### config.mk
export PLATFORM = sky130hd
export DESIGN_NAME = gpio_pwm
export DESIGN_NICKNAME = d
export VERILOG_FILES = /design/src/rtl/gpio_pkg.sv /design/src/rtl/gpio_pwm_chan.sv /design/src/rtl/gpio_pwm.sv
export SDC_FILE = /design/constraint.sdc
export NUM_CORES = 1
export LEC_CHECK = 0
export CORE_AREA = 3 3 117 119
export DETAILED_ROUTE_END_ITERATION = 7
export DIE_AREA = 0 0 120 122
export GPL_ROUTABILITY_DRIVEN = 0
export SLEW_MARGIN = 20
export SYNTH_ARGS = -nofsm -noshare
export SYNTH_HDL_FRONTEND = slang
export SYNTH_SLANG_ARGS = --single-unit
### constraint.sdc
create_clock -name clk -period 4.8 [get_ports clk]
set_clock_uncertainty 0.2 [all_clocks]
set_input_delay 0.96 -clock clk [delete_from_list [all_inputs] [get_ports clk]]
set_output_delay 0.96 -clock clk [all_outputs]
set_load 0.03 [all_outputs]
### src/rtl/gpio_pkg.sv
// Shared types and default sizing for the GPIO-driven PWM block.
// Optional build macro GPIO_PWM_FULL_ON_EN: an all-ones duty drives the pin constantly high.
package gpio_pkg;

  typedef enum logic {
    IDLE = 1'b0,
    RUN  = 1'b1
  } pwm_state_e;

  localparam int PWM_CHANNELS   = 4;
  localparam int PWM_WIDTH      = 8;
  localparam int PWM_PRESCALE_W = 16;

endpackage

### src/rtl/gpio_pwm_chan.sv
// One PWM channel: shadowed duty register, compare against the shared period count, output flop.
// With GPIO_PWM_FULL_ON_EN defined, an all-ones shadow forces the output high for the whole period.
module gpio_pwm_chan
  import gpio_pkg::*;
#(
  parameter int WIDTH = PWM_WIDTH
) (
  input  logic             clk,
  input  logic             resetn,
  input  logic             load_i,
  input  logic             run_i,
  input  logic [WIDTH-1:0] duty_i,
  input  logic [WIDTH-1:0] cnt_i,
  output logic             pwm_o
);

  logic [WIDTH-1:0] shadow_q, shadow_d;
  logic             pwm_q, pwm_d;
  logic             hit;

  always_comb begin
    shadow_d = load_i ? duty_i : shadow_q;
`ifdef GPIO_PWM_FULL_ON_EN
    hit = (cnt_i < shadow_q) || (&shadow_q);
`else
    hit = (cnt_i < shadow_q);
`endif
    pwm_d = run_i & hit;
  end

  always_ff @(posedge clk or negedge resetn) begin
    if (!resetn) begin
      shadow_q <= '0;
      pwm_q    <= 1'b0;
    end else begin
      shadow_q <= shadow_d;
      pwm_q    <= pwm_d;
    end
  end

  assign pwm_o = pwm_q;

endmodule

### src/rtl/gpio_pwm.sv
// Multi-channel PWM driven from the packed GPIO output word: run FSM, prescaler, period counter.
// Build option GPIO_PWM_FULL_ON_EN is handled inside gpio_pwm_chan.
module gpio_pwm
  import gpio_pkg::*;
#(
  parameter int CHANNELS   = PWM_CHANNELS,
  parameter int WIDTH      = PWM_WIDTH,
  parameter int PRESCALE_W = PWM_PRESCALE_W
) (
  input  logic                      clk,
  input  logic                      resetn,
  input  logic                      enable,
  input  logic [CHANNELS*WIDTH-1:0] duty_in,
  input  logic [PRESCALE_W-1:0]     prescale,
  output logic [CHANNELS-1:0]       pwm_out,
  output logic                      period_tick,
  output logic                      active
);

  pwm_state_e            state_q, state_d;
  logic [PRESCALE_W-1:0] psc_q, psc_d;
  logic [WIDTH-1:0]      cnt_q, cnt_d;
  logic                  period_tick_q, period_tick_d;
  logic                  tick, wrap, load, run;

  // Leaving RUN takes priority over a coincident wrap: no pulse, no shadow reload.
  always_comb begin
    state_d       = state_q;
    psc_d         = psc_q;
    cnt_d         = cnt_q;
    period_tick_d = 1'b0;
    load          = 1'b0;
    run           = 1'b0;
    tick          = (psc_q >= prescale);
    wrap          = tick && (cnt_q == '1);
    case (state_q)
      IDLE: begin
        psc_d = '0;
        cnt_d = '0;
        if (enable) begin
          state_d = RUN;
          load    = 1'b1;
        end
      end
      RUN: begin
        if (!enable) begin
          state_d = IDLE;
          psc_d   = '0;
          cnt_d   = '0;
        end else begin
          run           = 1'b1;
          psc_d         = tick ? '0 : psc_q + 1'b1;
          cnt_d         = tick ? cnt_q + 1'b1 : cnt_q;
          period_tick_d = wrap;
          load          = wrap;
        end
      end
      default: state_d = IDLE;
    endcase
  end

  always_ff @(posedge clk or negedge resetn) begin
    if (!resetn) begin
      state_q       <= IDLE;
      psc_q         <= '0;
      cnt_q         <= '0;
      period_tick_q <= 1'b0;
    end else begin
      state_q       <= state_d;
      psc_q         <= psc_d;
      cnt_q         <= cnt_d;
      period_tick_q <= period_tick_d;
    end
  end

  for (genvar gi = 0; gi < CHANNELS; gi++) begin : g_chan
    gpio_pwm_chan #(
      .WIDTH(WIDTH)
    ) u_chan (
      .clk    (clk),
      .resetn (resetn),
      .load_i (load),
      .run_i  (run),
      .duty_i (duty_in[gi*WIDTH +: WIDTH]),
      .cnt_i  (cnt_q),
      .pwm_o  (pwm_out[gi])
    );
  end

  assign period_tick = period_tick_q;
  assign active      = (state_q == RUN);

endmodule
==> results_dict.tcl <==
set metrics [dict create \
    wirelength_mm 7.61 \
    yosysSeqAreaShare 0.409 \
    r2r-start "psc_q[4]" \
    stdcell_count 581 \
    place_hpwl_mm 5.75 \
    yosys_warnings 0 \
    whs_endpoint "g_chan[1].u_chan.shadow_q[1]" \
    setup_viol 0 \
    synth_edf_count 0 \
    grt_max_degree 34 \
    synthArstFlopShare 1.00 \
    cts.clk_slew.worst_paths_ns 0.05 \
    max-slew-margin-rel 0.481 \
    seqCellArea_um2 1550 \
    route.vias.total 2614 \
    synth-seq-cells 62 \
    worstSetupEndpointType "flip-flop" \
    tritoncts "built" \
    placed_area_um2 4470 \
    hold_start "g_chan[1].u_chan.shadow_q[1]" \
    ys.flop_type "dfrtp_1" \
    p_leak_nw 2.41 \
    cts-root-buf "clkbuf_16" \
    drt-pass1-iter-count 4 \
    grt_setup_unrepaired "no" \
    timing.rr.end "g_chan[0].u_chan.shadow_q[6]" \
    multi_input_area_um2 1940 \
    worstPathRequired_ns 4.81 \
    slew_violations 0 \
    synthesis.nets 442 \
    whs_ns 0.306 \
    cts.repair.resized 0 \
    grt_usage 0.110 \
    num_rows 41 \
    grt_antenna_before_repair 0 \
    netlist_area_um2 3790 \
    nets 501 \
    initial_core_util 0.299 \
    cts_hold_buffers 0 \
    post_drt_via_cell_ratio 4.50 \
    synth_cells 345 \
    portBuffers 56 \
    htreeDepth 3 \
    crit_type "input pin to flip-flop" \
    ys_types 39 \
    drcViolationCount 0 \
    drt_iter0_drc 113 \
    critical_path_peak_fanout 16 \
    fin_util 0.377 \
    cts_setup_buffers 0 \
    setup_slack_ns 1.10 \
    p_per_area_nw_per_um2 304 \
    grt_pass1_vias 2611 \
    worstMarginPinSlew_ns 0.779 \
    fin_crit_sh 0.772 \
    final.fill_count 1247 \
    hold_path_class "flip-flop to flip-flop" \
    drive_gt1_frac 0.147 \
    cts.sinks 62 \
    num_antenna_cells 0 \
    ios 57 \
    insertion_delay_ns 0.33 \
    design_area_um2 4770 \
    grtUsageMet1 0.147 \
    cp.arrival_ns 3.71 \
    hold_viol_final 0 \
    syn2layout_area_growth_pct 25.8 \
    place_ws_ns 0.761 \
    grt_pass1_wl_mm 12.8 \
    cts_buffers 9 \
    core_um2 12700 \
    max_freq_mhz 270 \
    period_needed_ns 3.70 \
    fp.dieW_um 120 \
    fin_setup_tns_ns 0 \
    dieHeight_um 122 \
    grt-busiest-layer "met2" \
    ir_drop_mv 0.152 \
    drtAntennaViolNets 0 \
    p_total_mw 1.45 \
    syn_avg_cell_area_um2 11.0 \
    worstSetupStartpointType "input pin" \
    grt-ovfl-total 0 \
    dieArea_um2 14600 \
    rr_worst_depth 8 \
    place_inst 565 \
    cap_viol_max_count 0 \
    status "complete, no violations" \
    wire_per_inst_um 13.1 \
    rrSetupSlack_ns 1.79 \
    cts_buffer_depth 2 \
    min_path_cells 1 \
    grtUsageMet2 0.172 \
    use_met3 0.0297 \
]
==> cell type report <==
class	instances	area share
multi-input cells	223	0.407
repair buffers	59	0.121
clock buffers	9	0.0472
clock inverters	7	0.0155
inverters	49	0.0385
well taps	172	0.0451
flip-flops and latches	62	0.325
==> cell usage after synthesis (7+ instances only) <==
master   instances  area (um^2)
a21o_1           9         67.6
a21oi_1         10         50.1
dfrtp_1         62         1550
ha_1            46          576
inv_1           49          184
mux2_4          30          450
nand2_1         11         41.3
nand3_1         16         80.1
nor2_1          24         90.1
o21ai_0          9         45.0
xnor2_1          7         61.3
xor2_1           8         70.1
==> critical path, stage by stage <==
cell and delay, ns:
clkdlybuf4s50_1 0.45, inv_1 0.04, ha_1 0.31, a211oi_2 0.21, o21ai_1 0.08, a31o_1 0.22, a211o_1 0.45, a32oi_4 0.27
buf_4 0.33, mux2_2 0.37
==> cells in the final DEF, fill, tap and decap left out, drive strengths merged, types with 2 or more instances in the layout <==
cell           synthesis  routed
nand4                  2       2
a31oi                  6       6
nand3                 16      16
nor3                   3       3
inv                   49      50
a41o                   2       2
o21bai                 4       4
a211oi                 6       6
nand2b                 4       4
dfrtp                 62      62
or3                    3       3
nor2                  24      24
xnor2                  7       7
mux2                  32      32
or2                    2       2
clkbuf                 3       9
a21oi                 10      10
clkdlybuf4s50          0      55
buf                    8       4
o21ai                 10      10
xor2                   8       8
a211o                  5       5
a21o                   9       9
clkinvlp               0       4
and3                   5       5
ha                    46      46
nand2                 11      11
==> kinds of logic after synthesis <==
| kind of cell | after synthesis | synth area share |
|---|---|---|
| adders and majority gates | 46 | 0.152 |
| xor gates and xnor gates | 15 | 0.0346 |
| and+or+nand+nor | 74 | 0.0934 |
| buffers and inverters | 60 | 0.0782 |
| muxes | 33 | 0.127 |
| DFF | 62 | 0.409 |
| AOI/OAI and AO/OA | 55 | 0.106 |
==> flip-flops by register name (all words and copies together) (netlist names) <==
register,cells
period_tick,1
psc_q,16
cnt_q,8
active,1
g_chan.u_chan.pwm_o,4
g_chan.u_chan.shadow_q,32
==> layer usage <==
metal	vias to the layer above	routed length, um
li1	1306	-
met1	1249	3690
met2	48	3510
met3	11	304
met4	0	102
met5	-	0
==> report_power, final <==
| group | total, mW | internal [mW] | switching (mW) |
|---|---|---|---|
| registers | 0.593 | 0.566 | 0.0269 |
| logic | 0.208 | 0.128 | 0.0805 |
| clock network | 0.649 | 0.402 | 0.247 |
| total | 1.45 | 1.10 | 0.354 |
==> worst max-delay path by stage <==
stage | startpoint | to | slack, ns | cells past startpoint
global route | prescale[2] | psc_q[11] | 0.94 | 9
floorplan | prescale[4] | g_chan[0].u_chan.shadow_q[0] | 1.44 | 10
CTS | prescale[4] | g_chan[0].u_chan.shadow_q[5] | 1.09 | 10
finish | prescale[4] | g_chan[0].u_chan.shadow_q[6] | 1.10 | 10
detailed placement | prescale[4] | g_chan[0].u_chan.shadow_q[6] | 0.76 | 10
global placement | prescale[4] | g_chan[0].u_chan.shadow_q[5] | 0.80 | 10
Note: power is estimated with default switching activity, not from simulation.
